--- src/rtl/gray_step_tracker.sv ---
// gray_step_tracker: decodes a Gray sample stream, validates single-bit steps, tracks direction, revolutions and errors
module gray_step_tracker #(
  parameter int WIDTH = 4,
  parameter int CNT_W = 8
) (
  input  logic             clk,
  input  logic             rst,
  input  logic             in_valid,
  input  logic [WIDTH-1:0] G,
  input  logic             clr,
  output logic [WIDTH-1:0] B,
  output logic             out_valid,
  output logic             dir,
  output logic             wrap,
  output logic             step_err,
  output logic             locked,
  output logic [CNT_W-1:0] rev_cnt,
  output logic [CNT_W-1:0] err_cnt
);
  typedef enum logic [1:0] {EMPTY, LOCKED, FAULT} state_t;
  state_t state;
  logic [WIDTH-1:0] prev_g, bn, x;
  logic same, single, up, dn;
  always_comb begin
    bn[WIDTH-1] = G[WIDTH-1];
    for (int i = WIDTH - 2; i >= 0; i--) bn[i] = bn[i+1] ^ G[i];
    x      = G ^ prev_g;
    same   = x == '0;
    single = !same && (x & (x - 1'b1)) == '0;
    up     = bn == WIDTH'(B + 1'b1);
    dn     = bn == WIDTH'(B - 1'b1);
  end
  always_ff @(posedge clk) begin
    if (rst) begin
      state     <= EMPTY;
      prev_g    <= '0;
      B         <= '0;
      out_valid <= 1'b0;
      dir       <= 1'b0;
      wrap      <= 1'b0;
      step_err  <= 1'b0;
      locked    <= 1'b0;
      rev_cnt   <= '0;
      err_cnt   <= '0;
    end else begin
      out_valid <= in_valid;
      wrap      <= 1'b0;
      step_err  <= 1'b0;
      if (in_valid) begin
        prev_g <= G;
        B      <= bn;
        case (state)
          EMPTY: begin
            state  <= LOCKED;
            locked <= 1'b1;
          end
          LOCKED: begin
            if (single && (up || dn)) begin
              dir <= up;
              // crossing between the top code and zero counts one revolution
              if ((up && B == '1) || (dn && B == '0)) begin
                wrap    <= 1'b1;
                rev_cnt <= up ? rev_cnt + 1'b1 : rev_cnt - 1'b1;
              end
            end else if (!same && !single) begin
              step_err <= 1'b1;
              err_cnt  <= err_cnt == '1 ? err_cnt : err_cnt + 1'b1;
              state    <= FAULT;
              locked   <= 1'b0;
            end
          end
          default: begin
            state  <= same ? LOCKED : FAULT;
            locked <= same;
          end
        endcase
      end
      if (clr) begin
        rev_cnt <= '0;
        err_cnt <= '0;
      end
    end
  end
endmodule

--- config.mk ---
export PLATFORM = sky130hd
export DESIGN_NAME = gray_step_tracker
export DESIGN_NICKNAME = d
export VERILOG_FILES = /design/src/rtl/gray_step_tracker.sv
export SDC_FILE = /design/constraint.sdc
export NUM_CORES = 1
export LEC_CHECK = 0
export CAP_MARGIN = 10
export CORE_MARGIN = 10
export CORE_UTILIZATION = 30
export DETAILED_ROUTE_END_ITERATION = 16
export PLACE_DENSITY_LB_ADDON = 0.12
export SLEW_MARGIN = 20
export SYNTH_ARGS = -nofsm -noshare
export SYNTH_HDL_FRONTEND = slang
export SYNTH_SLANG_ARGS = --single-unit
--- constraint.sdc ---
create_clock -name clk -period 3.1 [get_ports clk]
set_input_delay 0.465 -clock clk [delete_from_list [all_inputs] [get_ports clk]]
set_output_delay 0.465 -clock clk [all_outputs]
set_load 0.02 [all_outputs]
# Yosys cells after proc, flatten, opt, wreduce, memory -nomap -nowiden
# Index checks and enable logic that the tools add are counted.
[word_totals]
regBits = 31
wordCells = 62
[op_classes]
add_sub_neg = 6
eq_ne = 7
n_mux = 10
n_bitwise = 9
reduce_logical = 20
[ops]
columns = ["operator", "count"]
rows = [
  ["$add A8 B1 Y8 const B", 2],
  ["$logic_not A4 Y1", 3],
  ["$eq A4 B4 Y1", 2],
  ["$eq A8 B8 Y1 const B", 1],
  ["$mux W8", 1],
  ["$reduce_or A4 Y1", 2],
  ["$sub A4 B1 Y4 const B", 2],
  ["$sub A8 B1 Y8 const B", 1],
  ["$mux W2", 3],
  ["$reduce_and A3 Y1", 2],
  ["$logic_and A1 B1 Y1", 5],
  ["$reduce_and A5 Y1", 1],
  ["$add A4 B1 Y4 const B", 1],
  ["$and A4 B4 Y4", 1],
  ["$eq A4 B4 Y1 const B", 1],
  ["$mux W1", 4],
  ["$ne A2 B2 Y1 const B", 2],
  ["$not A1 Y1", 4],
  ["$pmux W2 S2", 1],
  ["$reduce_and A4 Y1", 1],
  ["$xor A4 B4 Y4", 1],
  ["$xor A1 B1 Y1", 3],
  ["$eq A2 B1 Y1 const B", 1],
  ["$logic_not A1 Y1", 2],
  ["4 further kinds", 5],
]

# Longest topological paths before layout
# Gate-level depths: netlist of the first run.
[depth]
word_depth = 10
ltp_mapped = 12
mapped_depth_nobuf = 12

# Worst setup path before layout of the first run
# OpenSTA, ideal clock, no wires.
[synth_timing]
path_kind = "input port to flip-flop"
start = "in G[3]"
end = "reg rev_cnt[7]"
arrival_time_ns = 3.110
required_ns = 3.028
path_slack_ns = -0.082
path_stages = 11
cell_sequence = "buf_6 > xor3_2 > and3_2 > o211ai_4 > ha_1 > a21o_1 > a21oi_1 > a21oi_1 > or2_2 > a221oi_2 > mux2i_1"
[synth_between]
elab_chain_cells = 7
word_cells_on_any_way = 19
cone_classes = "add/sub: 1; eq/ne: 2; mux: 1; bitwise: 5; reduce/logical: 10"
[synth_rtl]
columns = ["item", "line", "source"]
rows = [
  ["start: declaration", "9", "input logic [WIDTH-1:0] G,"],
  ["$xor A4 B4 Y4 / $xor A1 B1 Y1 (equally long branches)", "27, 26", ""],
  ["$sub A4 B1 Y4 / $xor A1 B1 Y1 (equally long branches)", "29, 26", ""],
  ["$and A4 B4 Y4 / $xor A1 B1 Y1 (equally long branches)", "29, 26", ""],
  ["$logic_not A4 Y1 (tied with other cells)", "29", "single = !same && (x & (x - 1'b1)) == '0;"],
  ["$logic_and A1 B1 Y1 (tied with other cells)", "29", ""],
  ["$logic_and A1 B1 Y1 / $logic_or A1 B1 Y1 (equally long branches)", "58, 61", ""],
  ["$reduce_and A4 Y1 (no source line)", "-", ""],
  ["end signal: assignment", "63", "rev_cnt <= up ? rev_cnt + 1'b1 : rev_cnt - 1'b1;"],
  ["end: declaration", "17", "output logic [CNT_W-1:0] rev_cnt,"],
]
# Parallel ways exist; a longest one is shown, timed or not.
# A chain may end at the register's enable or synchronous reset.

# Worst setup path in the final report of the first run
[layout_timing]
start = "in G[0]"
end = "reg rev_cnt[7]"
[layout_between]
elab_chain_cells = 7
word_cells_on_any_way = 17
cone_classes = "add/sub: 1; eq/ne: 2; mux: 1; bitwise: 3; reduce/logical: 10"
[layout_rtl]
columns = ["item", "line", "source"]
rows = [
  ["$xor A4 B4 Y4", "27", "x = G ^ prev_g;"],
  ["$sub A4 B1 Y4", "29", ""],
  ["$and A4 B4 Y4", "29", ""],
  ["$logic_not A4 Y1", "29", ""],
  ["$logic_and A1 B1 Y1", "29", ""],
  ["$logic_and A1 B1 Y1", "58", "if (single && (up || dn)) begin"],
  ["$reduce_and A4 Y1 (no source line)", "-", ""],
]
# Parallel ways exist; a longest one is shown, timed or not.

==> results of run 1 <==
[state kept, by name, indices dropped and copies added, names as in the netlist]
name / cells
dir: 1
wrap: 1
state: 2
prev_g: 3
err_cnt: 8
out_valid: 1
rev_cnt: 8
B: 4
step_err: 1
[metal layers]
metal | up-vias | GRT usage, % | wire (microns)
li1 | 834 | - | -
met1 | 745 | 12.05 | 2277
met2 | 26 | 15.58 | 2087
met3 | 4 | 4.369 | 347
met4 | 0 | 3.197 | 43
met5 | - | 0 | 0
[per-stage QoR]
step / util (%) / std cells / hold WS (ns)
after global placement: 40.55 / 330 / 0.4638
after global routing: 42.79 / 338 / 0.5083
final: 42.79 / 338 / 0.4705
after detailed placement: 40.55 / 330 / 0.4669
after CTS: 42.52 / 338 / 0.4761
after floorplan: - / 207 / 0.4773
[layout by cell type, fill, tap and decap left out, types with 2 or more instances in the layout]
cell | netlist | routed
sky130_fd_sc_hd__a211oi_1 | 2 | 2
sky130_fd_sc_hd__a21o_1 | 4 | 4
sky130_fd_sc_hd__a21oi_1 | 12 | 11
sky130_fd_sc_hd__and3_1 | 3 | 3
sky130_fd_sc_hd__buf_4 | 2 | 28
sky130_fd_sc_hd__clkbuf_8 | 1 | 5
sky130_fd_sc_hd__clkdlybuf4s50_1 | 0 | 29
sky130_fd_sc_hd__dfxtp_1 | 29 | 29
sky130_fd_sc_hd__ha_1 | 10 | 9
sky130_fd_sc_hd__inv_1 | 9 | 9
sky130_fd_sc_hd__mux2i_1 | 7 | 7
sky130_fd_sc_hd__nand2_1 | 12 | 12
sky130_fd_sc_hd__nand3_1 | 9 | 9
sky130_fd_sc_hd__nand4_1 | 2 | 2
sky130_fd_sc_hd__nor2_1 | 22 | 22
sky130_fd_sc_hd__nor2b_1 | 2 | 2
sky130_fd_sc_hd__nor3_1 | 6 | 6
sky130_fd_sc_hd__o211ai_1 | 3 | 3
sky130_fd_sc_hd__o21ai_0 | 11 | 11
sky130_fd_sc_hd__or2_2 | 2 | 2
sky130_fd_sc_hd__or3_1 | 2 | 2
sky130_fd_sc_hd__xnor2_1 | 18 | 17
sky130_fd_sc_hd__xor2_1 | 7 | 6
[power by group]
part           switching [W]  leakage [nW]  internal, W  total (W)
logic               0.000129         0.729     0.000124   0.000253
clock network       0.000152        0.0540     0.000233   0.000386
registers         0.00000885         0.236     0.000383   0.000392
[worst paths after layout]
check / to / slack (ns) / cells past startpoint
setup / recovery: rev_cnt[7] / 0.22 / 11
hold / removal: dir / 0.47 / 2
setup reg to reg: rev_cnt[7] / 0.33 / 9
hold reg to reg: dir / 0.47 / 2
[kinds of logic (layout without fill, tap and decap cells)]
| group | Yosys count | after routing |
|---|---|---|
| AND/OR/NAND/NOR | 67 | 67 |
| AO/OA/AOI/OAI | 45 | 45 |
| flip-flops | 29 | 29 |
| XOR/XNOR | 27 | 27 |
| buffers and inverters | 20 | 76 |
| adder cells (fa/ha/maj) | 12 | 12 |
| multiplexers | 7 | 7 |
[tightest hold or removal path, stage by stage, from the launching register on]
cell and delay, ns:
sky130_fd_sc_hd__dfxtp_1 0.31, sky130_fd_sc_hd__o21ai_0 0.06, sky130_fd_sc_hd__a21oi_1 0.06
[cell type report]
type                       count  area (sq um)
fill                         617          3387
clock buffer                   5         68.82
clock inverter                 2         35.03
timing repair buffer          60         526.8
tap                           75         93.84
sequential                    29         580.6
multi-input combinational    158          1195
inverter                       9         33.78
[repair_timing]
action                                  in CTS  in global routing
hold buffers                                 0                  0
pin swaps                                    4                  2
endpoints found under the setup margin       2                  2
gates cloned                                 0                  0
buffers inserted                             1                  0
gates resized for setup                      3                  6
==> results.txt, run 1 <==
33 I/O pins were placed. After layout, the worst setup slack is 0.2206 ns. The deepest clock path buffer count came out at 2. The post-detailed-route count of antenna-violating nets came out at 0. The floorplan die width came out at approximately 98 microns.

Walking the worst path, the cells encountered are clkdlybuf4s50_1 > xnor2_2 > and3_2 > o211ai_4 > ha_1 > a21o_1 > nand4_1 > a21oi_1 > or2_2 > a221oi_2 > mux2i_1. The fraction of the cycle the final worst path needs is roughly 93%. The arrival time of the worst setup path came out at between 3 and 4 ns. The growth of design area from synthesis to finish is 37.76%.

The routed length per placed instance is roughly 14 microns. After detailed routing, the number of vias per cell comes to 4.760. The fraction of the mapped netlist area in adder cells is 8.435%.

The global placement routability congestion came out at roughly 0.86. The count of buffer and inverter cells on the critical path is 1. The number of vias after detailed routing came out at ~1600. The global-route total usage across every layer came out at ~10%.

The first global-routing pass estimated between 8000 and 9000 microns of wire. The analysis attributes to cell leakage a power of ~1 nW. After detailed routing, the number of remaining DRC violations is 0. Of the post-synthesis cell area, the part taken by muxes is 3.810%. The area of the die came out at 9663 sq um. The number of H-tree levels came out at 2.

The number of warnings reported in the yosys synthesis log is 0. The startpoint class of the critical path is a primary input. The count of input and output buffers is 32. By startpoint and endpoint, the worst setup path is classified as primary input to flip-flop. The library cell contributing the largest single delay on the critical path is sky130_fd_sc_hd__clkdlybuf4s50_1. The number of standard-cell rows in the floorplan came out at 28.

In this run, synthesis produced a sequential element count of 29. Across the VDD grid, the largest voltage drop is ~0.00021 V. The first TritonRoute pass finished after 5 iterations. By area the synthesized netlist is led by sky130_fd_sc_hd__dfxtp_1 (32%), sky130_fd_sc_hd__xnor2_1 (8.6%), sky130_fd_sc_hd__ha_1 (6.8%). The root buffer cell is sky130_fd_sc_hd__clkbuf_8. In this run, distinct cell masters in the synthesized netlist total 50.

In the synthesized netlist the dominant register cell turns out to be sky130_fd_sc_hd__dfxtp_1. The number of antenna violations at the first check in global routing came out at 0. For the worst-skew pair, the clock arrives at the later sink with an insertion delay of about 0.28 ns. The area share of xor/xnor cells in the synthesized design is approximately 15%.

The post-synthesis cell area is 1839 sq um. In this run the worst hold path is classified as flip-flop to flip-flop. After synthesis, the largest family of logic cells by area is simple AND/OR/NAND/NOR gates. Summed over its instances, the top area cell type makes up around a third of the synthesized netlist area. In this run the most critical hold path is launched from dir. In this run the worst setup path begins at G[0].

The count of inserted antenna diode cells is 0. For the finished layout, the period the worst path requires is around 2.9 ns. The sum of negative setup slack is 0 ns. The core box area came out at just under 6000 sq um. At the placement stage, the worst setup path has a slack of -0.4209 ns. The total cell area at the placement stage came out at 2401 sq um. The number of nets handed over by synthesis was around 230.

The count of endpoints failing setup in the final report came out at 0. Clock-pin slew was measured on the worst setup and hold paths at ~0.060 ns. The initial standard-cell utilization of the core is a little under a third. For this block, the routed nets add up to 4756 microns of wire.

The largest clock skew in the final design is 0.006821 ns. Setup repair after global routing left no endpoint under its margin. The number of standard cells after synthesis came out at 207. The final design area excluding fillers came out at roughly 2500 sq um. The completed layout was analyzed and its total power is between 0.001 and 0.0015 W. The final layout contains roughly 280 nets. Max-cap violations in this run came to 0.

Buffers inserted during clock tree synthesis total 5. sky130_fd_sc_hd__dfxtp_1 is the most common cell in the netlist. The critical register-to-register path startpoint is B[2]. The most area-hungry cell type in the Yosys netlist is sky130_fd_sc_hd__dfxtp_1. A synthesized cell averages between 8 and 9 sq um. The via count of the first global-routing pass is ~1700. The simple-gate share of the synthesized area came out at between 10% and 20%. Broken down by cell family, the worst path's largest delay share belongs to compound AO/OA/AOI/OAI gates. The maximum cell stage delay along the critical path is between 0.4 and 0.5 ns. The post-synthesis async set-or-reset flop share came out at 0%. The final HPWL from detailed placement came out at around 3600 microns. The commonest cells after synthesis are sky130_fd_sc_hd__dfxtp_1 (29), sky130_fd_sc_hd__nor2_1 (22), sky130_fd_sc_hd__xnor2_1 (18).

In this run the vertical extent of the chip is ~98 microns. The clock sink count came out at 29. The iteration-0 DRC count of the detailed router is 50.

Of the cells placed in the final design, the portion with a size suffix greater than 1 is between 20% and 30%. The count of flip-flops with a built-in enable after synthesis is 0. The synthesized netlist devotes 17.89% of its cell area to compound gates. The pin count of the biggest net entering global routing came out at 17. The final-report hold violation count came out at 0. For this run the aggregate overflow at the end of global routing stands at 0. TritonCTS built the clock tree.

Along the worst path, the maximum fanout reaches 7. The relative slew slack is around 69%. The slew at the pin closest to its max-slew limit came out at 0.4669 ns.

The proportion of synthesized chip area in sequential cells came out at between 30% and 40%. The flow ran to the end, and the final reports show no timing, DRC or antenna violations. The required time at the endpoint of the critical path came out at 3.31 ns.

The power per cell area came out at between 400 and 500 nW/um^2. The worst setup path is captured at a flip-flop. The number of slew-limit violations in the final report is 0. The maximum clock frequency came out at between 300 and 400 MHz.
(Power assumes the default switching activity.)
==> inputs of run 2 (changes only) <==
Settings changed: CORE_MARGIN 10 to 5.
==> results.txt, run 2 (synthesis gave the netlist of run 1 again) <==
The run finished with clean final reports. The floorplan step set the die width to 88.30 microns. The number of buffers and inverters on the critical path is 1. The startpoint identified for the worst hold timing path is rev_cnt[7].

The clock drives 29 sinks. Input and output buffers added on the ports amount to 32. For this configuration, the core starts out at a cell density of between 30% and 40%. The worst register-to-register path begins at B[0]. The worst setup slack after placement came out at -0.4505 ns. The maximum clock frequency came out at 340.5 MHz. Buffers inserted during clock tree synthesis total 5.

The largest registers in the layout are err_cnt x8, rev_cnt x8, B x4. The required time at the endpoint of the critical path came out at around 3.3 ns. The via count of the first global-routing pass is between 1500 and 2000.

Entering global routing, the biggest net connects 17 pins. The first-pass GRT wire length is about 7700 microns. Traced cell by cell, the critical path runs through clkdlybuf4s15_1 > xor3_2 > and3_2 > o211ai_4 > ha_4 > a21o_1 > a21oi_1 > a21oi_1 > or2_2 > a221oi_2 > mux2i_1. The power per cell area is a little under 400 nW/um^2.

The final wirelength came out at around 4500 microns. The count of endpoints failing setup in the final report came out at 0. The count of fill cells added during filler insertion came out at a little over 600. The area of the die came out at 7797 sq um. The number of primary I/O pins is 33.

The number of H-tree levels is 2. The relative slew slack came out at about two thirds. The maximum cell stage delay along the critical path came out at roughly 0.48 ns.

Setup repair after global routing left no endpoint under its margin. The arrival time of the worst setup path came out at about 3.2 ns. The clock passes through at most 2 buffers. The final-report hold violation count was 0. After detailed routing, the average wire length per cell comes to 13.17 microns.

The iteration-0 DRC count of the detailed router is 40. The kind of cell with the highest combined delay along the critical path is compound AO/OA/AOI/OAI gates. The maximum net fanout on the critical path is 6. Counting stages on the worst path, the most repeated cell is sky130_fd_sc_hd__a21oi_1. For this design the static power due to leakage is just over 1 nW. For the pin with the worst max-slew slack, the measured transition is about 0.49 ns.

The repair_antennas step left the layout with diodes totalling 0. The number of standard-cell rows in the floorplan came out at 28. The global-route total usage across every layer came out at between 10 and 15%.

TritonCTS built the clock tree. The residual overflow from global routing came out at 0. The critical path in this run is classified as primary input to flip-flop. Setup slack on the critical path of the routed design comes to roughly 0.16 ns. The sum of negative setup slack came out at 0 ns. The worst min-delay path category is flip-flop to flip-flop. The number of design rule violations left after detail routing is 0. After clock tree synthesis, the clock-pin slew on the worst setup and hold paths is 0.06 ns. The number of antenna violations at the first check in global routing came out at 0. The core box area came out at around 6000 sq um.

The detailed-route vias per instance came out at about 4.7. The number of cells traversed by the worst register-to-register path is 11. The die height came out at between 80 and 90 microns. The cell sitting at the root of the clock tree is a sky130_fd_sc_hd__clkbuf_8. The ratio of cells with drive above 1 in the final layout came out at between 20 and 25%.

The fraction of the cycle the final worst path needs came out at between 90% and 100%. STA classifies the critical path endpoint as a flip-flop. The net count of the finished layout came out at around 280. The worst register-to-register path ends at rev_cnt[7]. The number of instances on the worst hold path is 2.

The latest clock arrival within the worst-skew pair is approximately 0.28 ns. The growth of design area from synthesis to finish came out at 37.55%. The first-pass iteration count of the detailed router is 4. The number of slew-limit violations in the final report is 0. The number of vias after detailed routing came out at 1605. The startpoint class of the critical path is a primary input.

The post-route minimum period is just under 3 ns. The peak ir drop on the vdd network came out at 0.0001690 V. Routability-driven placement finished with a final weighted congestion of approximately 0.90. The hold path endpoint is rev_cnt[7]. The area occupied by multi-input gates is about 1200 sq um. The largest clock skew in the final design came out at roughly 0.0057 ns.

Leaving out fill and tap cells, the most frequent cell in the layout is sky130_fd_sc_hd__buf_4. The tool flagged a number of max-cap violations equal to 0. The post-detailed-route count of antenna-violating nets is 0. The top cell types in the final layout, fill and taps aside, are sky130_fd_sc_hd__buf_4 (30), sky130_fd_sc_hd__dfxtp_1 (29), sky130_fd_sc_hd__clkdlybuf4s50_1 (29). The sequential cells in the finished layout cover a total of between 500 and 600 sq um. The worst register-to-register path has a setup slack of 0.35 ns. The library cell contributing the largest single delay on the critical path is sky130_fd_sc_hd__xor3_2. The final HPWL from detailed placement is around 3500 microns.
-- run 2: final cells by class --
cell class | instances | share of cell area [%]
well taps | 75 | 3.709
inverters | 9 | 1.335
multi-input cells | 158 | 46.54
clock inverters | 1 | 0.1978
repair buffers | 62 | 21.46
clock buffers | 7 | 3.808
flip-flops and latches | 29 | 22.95
-- run 2: worst max-delay path by stage --
stage | startpoint | endpoint | slack (ns) | cells after the start
finish | G[3] | rev_cnt[7] | 0.16 | 11
global route | G[3] | rev_cnt[7] | 0.01 | 11
CTS | G[2] | rev_cnt[7] | 0.07 | 11
detailed placement | G[3] | rev_cnt[7] | -0.45 | 11
global placement | G[3] | rev_cnt[7] | -0.38 | 11
floorplan | G[3] | rev_cnt[7] | 0.006 | 11
-- run 2: timing repair --
action                                  CTS  global route
setup buffers                             1             0
hold buffers                              0             0
pin swaps                                 3             2
endpoints found under the setup margin    2             1
resized for setup                         4             1
-- run 2: tightest hold or removal path, stage by stage, from the launching register on --
cell,delay [ns]
sky130_fd_sc_hd__dfxtp_1,0.32
sky130_fd_sc_hd__nand2_1,0.06
sky130_fd_sc_hd__mux2i_1,0.05
-- run 2: power breakdown --
group	internal, W	switching, W	total [W]
clock network	0.000200	0.000147	0.000347
registers	0.000384	0.00000742	0.000391
logic	0.000122	0.000128	0.000250
total	0.000706	0.000282	0.000988
-- run 2: layer usage --
| metal | vias to the layer above | global-route usage (%) | routed length [microns] |
|---|---|---|---|
| met1 | 734 | 16.50 | 2171 |
| met5 | - | 0 | 0 |
| met4 | 0 | 4.396 | 61 |
| li1 | 834 | - | - |
| met3 | 7 | 3.724 | 205 |
| met2 | 30 | 19.99 | 2053 |
-- run 2: stage by stage --
stage | utilization (%) | total power (W) | cell area, sq um | instances | hold WS (ns)
2_1_floorplan | - | 0.0005580 | 1852 | 207 | 0.4773
3_3_place_gp | 40.57 | 0.0006460 | 2416 | 332 | 0.4681
3_5_place_dp | 40.57 | 0.0006466 | 2416 | 332 | 0.4707
4_1_cts | 42.46 | 0.001007 | 2529 | 341 | 0.4823
5_1_grt | 42.48 | 0.001050 | 2530 | 341 | 0.5060
6_report | 42.48 | 0.0009878 | 2530 | 341 | 0.4739
==> inputs of run 3 (changes only) <==
Settings changed: MAX_ROUTING_LAYER from default to met4, SETUP_SLACK_MARGIN from default to 0.02.
==> results.txt, run 3 (synthesis gave the netlist of run 1 again) <==
The count of inserted antenna diode cells is 0. The relative slew slack came out at around 71%. The pin count of the biggest net entering global routing is 17. The global placement routability congestion came out at between 0.8 and 0.9. Dividing the final minimum period by the clock period gives about 96%. The final wirelength came out at between 4000 and 5000 microns. The launch point of the worst path is G[1]. The number of primary I/O pins came out at 33. From bottom edge to top edge, the die measures 88.30 microns. The initial standard-cell utilization of the core came out at a little under a third. The arrival time of the worst setup path is ~3.2 ns. The kind of end point of the critical path is a flip-flop. The number of buffers inserted during clock tree synthesis came out at 5. Power spread over the standard cell area amounts to 371.8 nW/um^2. The number of standard-cell rows in the floorplan is 28. In the routed design, unresolved DRC markers number 0. The setup check on the worst reg-to-reg path leaves a slack of 0.25 ns. The first global-routing pass estimated between 7000 and 8000 microns of wire. The class of the most critical setup path is primary input to flip-flop.

The worst path meets setup with 0.1364 ns of slack. The path with the worst hold slack has its endpoint at dir. The net count of the finished layout is approximately 290.

The origin of the worst min-delay path is dir. The growth of design area from synthesis to finish came out at 40.34%. The final HPWL from detailed placement came out at between 3000 and 4000 microns. The run finished with clean final reports.

The area of the die is around 7800 sq um. The peak ir drop on the vdd network came out at between 0.0002 and 0.00025 V. The via count of the first global-routing pass is 1585. The final standard cell utilization of the core came out at roughly 43%. The largest registers in the layout are err_cnt x8, rev_cnt x8, B x4. The slew at the pin closest to its max-slew limit came out at between 0.4 and 0.5 ns. The total power is 0.0009598 W. STA puts the critical path data required time at 3.30 ns. The floorplan step defined a core boundary enclosing slightly below 6000 sq um. The number of buffers inserted by hold repair at cts came out at 0. The global-route total usage across every layer came out at ~13%. The ratio of cells with drive above 1 in the final layout is around 24%.

The number of slew-limit violations in the final report came out at 0. After detailed routing, the average wire length per cell comes to roughly 13 microns. TritonCTS built the clock tree. The detailed-route vias per instance is roughly 4.6.

The worst register-to-register path ends at rev_cnt[7]. The most common library cell in the layout ignoring fill and taps is sky130_fd_sc_hd__buf_4. The tree is rooted in a sky130_fd_sc_hd__clkbuf_8. Clock-pin slew was measured on the worst setup and hold paths at ~0.070 ns. The iteration-0 DRC count of the detailed router is 21.

Setup violations remaining at the end of the flow were counted as 0. The detail route stage leaves a number of antenna-violating nets equal to 0. The maximum clock frequency is approximately 340 MHz.

The clock sink count is 29. The largest clock skew in the final design came out at 0.005060 ns. Summed over all failing endpoints, the final setup total negative slack is 0 ns.

The number of instances on the worst hold path is 2. In this run the worst path has a maximum fanout of 7. The routed layout has 1577 vias.

The floorplan die width is 88.30 microns. The first-pass iteration count of the detailed router is 4. The final design area excluding fillers is 2581 sq um. For the finished layout, the period the worst path requires is between 2 and 3 ns.

The deepest clock path buffer count came out at 2. The residual overflow from global routing is 0. The worst setup path is launched from a primary input. The analysis attributes to cell leakage a power of around 1.0 nW. The latest clock arrival within the worst-skew pair is roughly 0.27 ns. The number of antenna violations at the first check in global routing is 0. The count of input and output buffers came out at 32. The top cell types in the final layout, fill and taps aside, are sky130_fd_sc_hd__buf_4 (34), sky130_fd_sc_hd__clkdlybuf4s50_1 (29), sky130_fd_sc_hd__dfxtp_1 (28). The final-report hold violation count was 0. The tightest min-delay check is of the flip-flop to flip-flop type. The critical register-to-register path startpoint is B[1].

At the placement stage, the worst setup path has a slack of -0.4532 ns. Setup repair after global routing left no endpoint under its margin. Max-cap violations in this run came to 0.

The number of H-tree levels came out at 2. In this run the cell area measured after placement is around 2400 sq um. The number of cells traversed by the worst register-to-register path is 11.
## run 3: cell count changes in the layout (fill, tap and decap cells not counted), sizes merged
cell	change
buf	+4
clkdlybuf4s15	-1
clkinv	+1
## run 3: how the worst max path moves through the flow
stage | end | cells after the start
6_report | rev_cnt[7] | 11
5_1_grt | rev_cnt[7] | 11
4_1_cts | rev_cnt[7] | 12
3_5_place_dp | rev_cnt[7] | 11
3_3_place_gp | rev_cnt[7] | 11
2_1_floorplan | rev_cnt[7] | 11
## run 3: power by group
| part | switching, W | total (W) | internal [W] |
|---|---|---|---|
| combinational | 0.000131 | 0.000263 | 0.000133 |
| clock | 0.000147 | 0.000303 | 0.000155 |
| sequential | 0.0000102 | 0.000394 | 0.000384 |
## run 3: through the flow
stage	instances	hold WS [ns]
final	345	0.4772
after global routing	345	0.5273
after CTS	344	0.4838
after detailed placement	335	0.4718
after global placement	335	0.4613
after floorplan	207	0.4773
## run 3: layer usage
metal | part of all wire (%) | routed length (microns) | GRT usage (%)
met1 | 50 | 2242 | 17.50
met2 | 45 | 2018 | 19.71
met3 | 3.5 | 157 | 2.793
met4 | 0.52 | 23 | 2.473
met5 | 0 | 0 | -
## run 3: final cells by class
type / instances / area, sq um
clock buffers: 6 / 72.57
clock inverters: 2 / 10.01
fillers: 629 / 3374
inverters: 9 / 33.78
multi-input cells: 158 / 1221
flip-flops and latches: 29 / 581.8
well taps: 75 / 93.84
repair buffers: 66 / 568.0
## run 3: what timing repair did
action / 4_1_cts / 5_1_grt
resized for setup: 4 / 8
cloned: 0 / 0
buffers inserted: 1 / 1
setup endpoints to repair: 2 / 2
pin swaps: 5 / 5
## run 3: worst max-delay path: stages
cell and delay (ns):
sky130_fd_sc_hd__dlygate4sd2_1 0.26, sky130_fd_sc_hd__xor3_2 0.44, sky130_fd_sc_hd__and3_4 0.20, sky130_fd_sc_hd__o211ai_4 0.32, sky130_fd_sc_hd__ha_4 0.26, sky130_fd_sc_hd__a21o_1 0.18, sky130_fd_sc_hd__a21oi_2 0.15, sky130_fd_sc_hd__a21oi_1 0.09
sky130_fd_sc_hd__or2_2 0.31, sky130_fd_sc_hd__a221oi_2 0.30, sky130_fd_sc_hd__mux2i_1 0.20
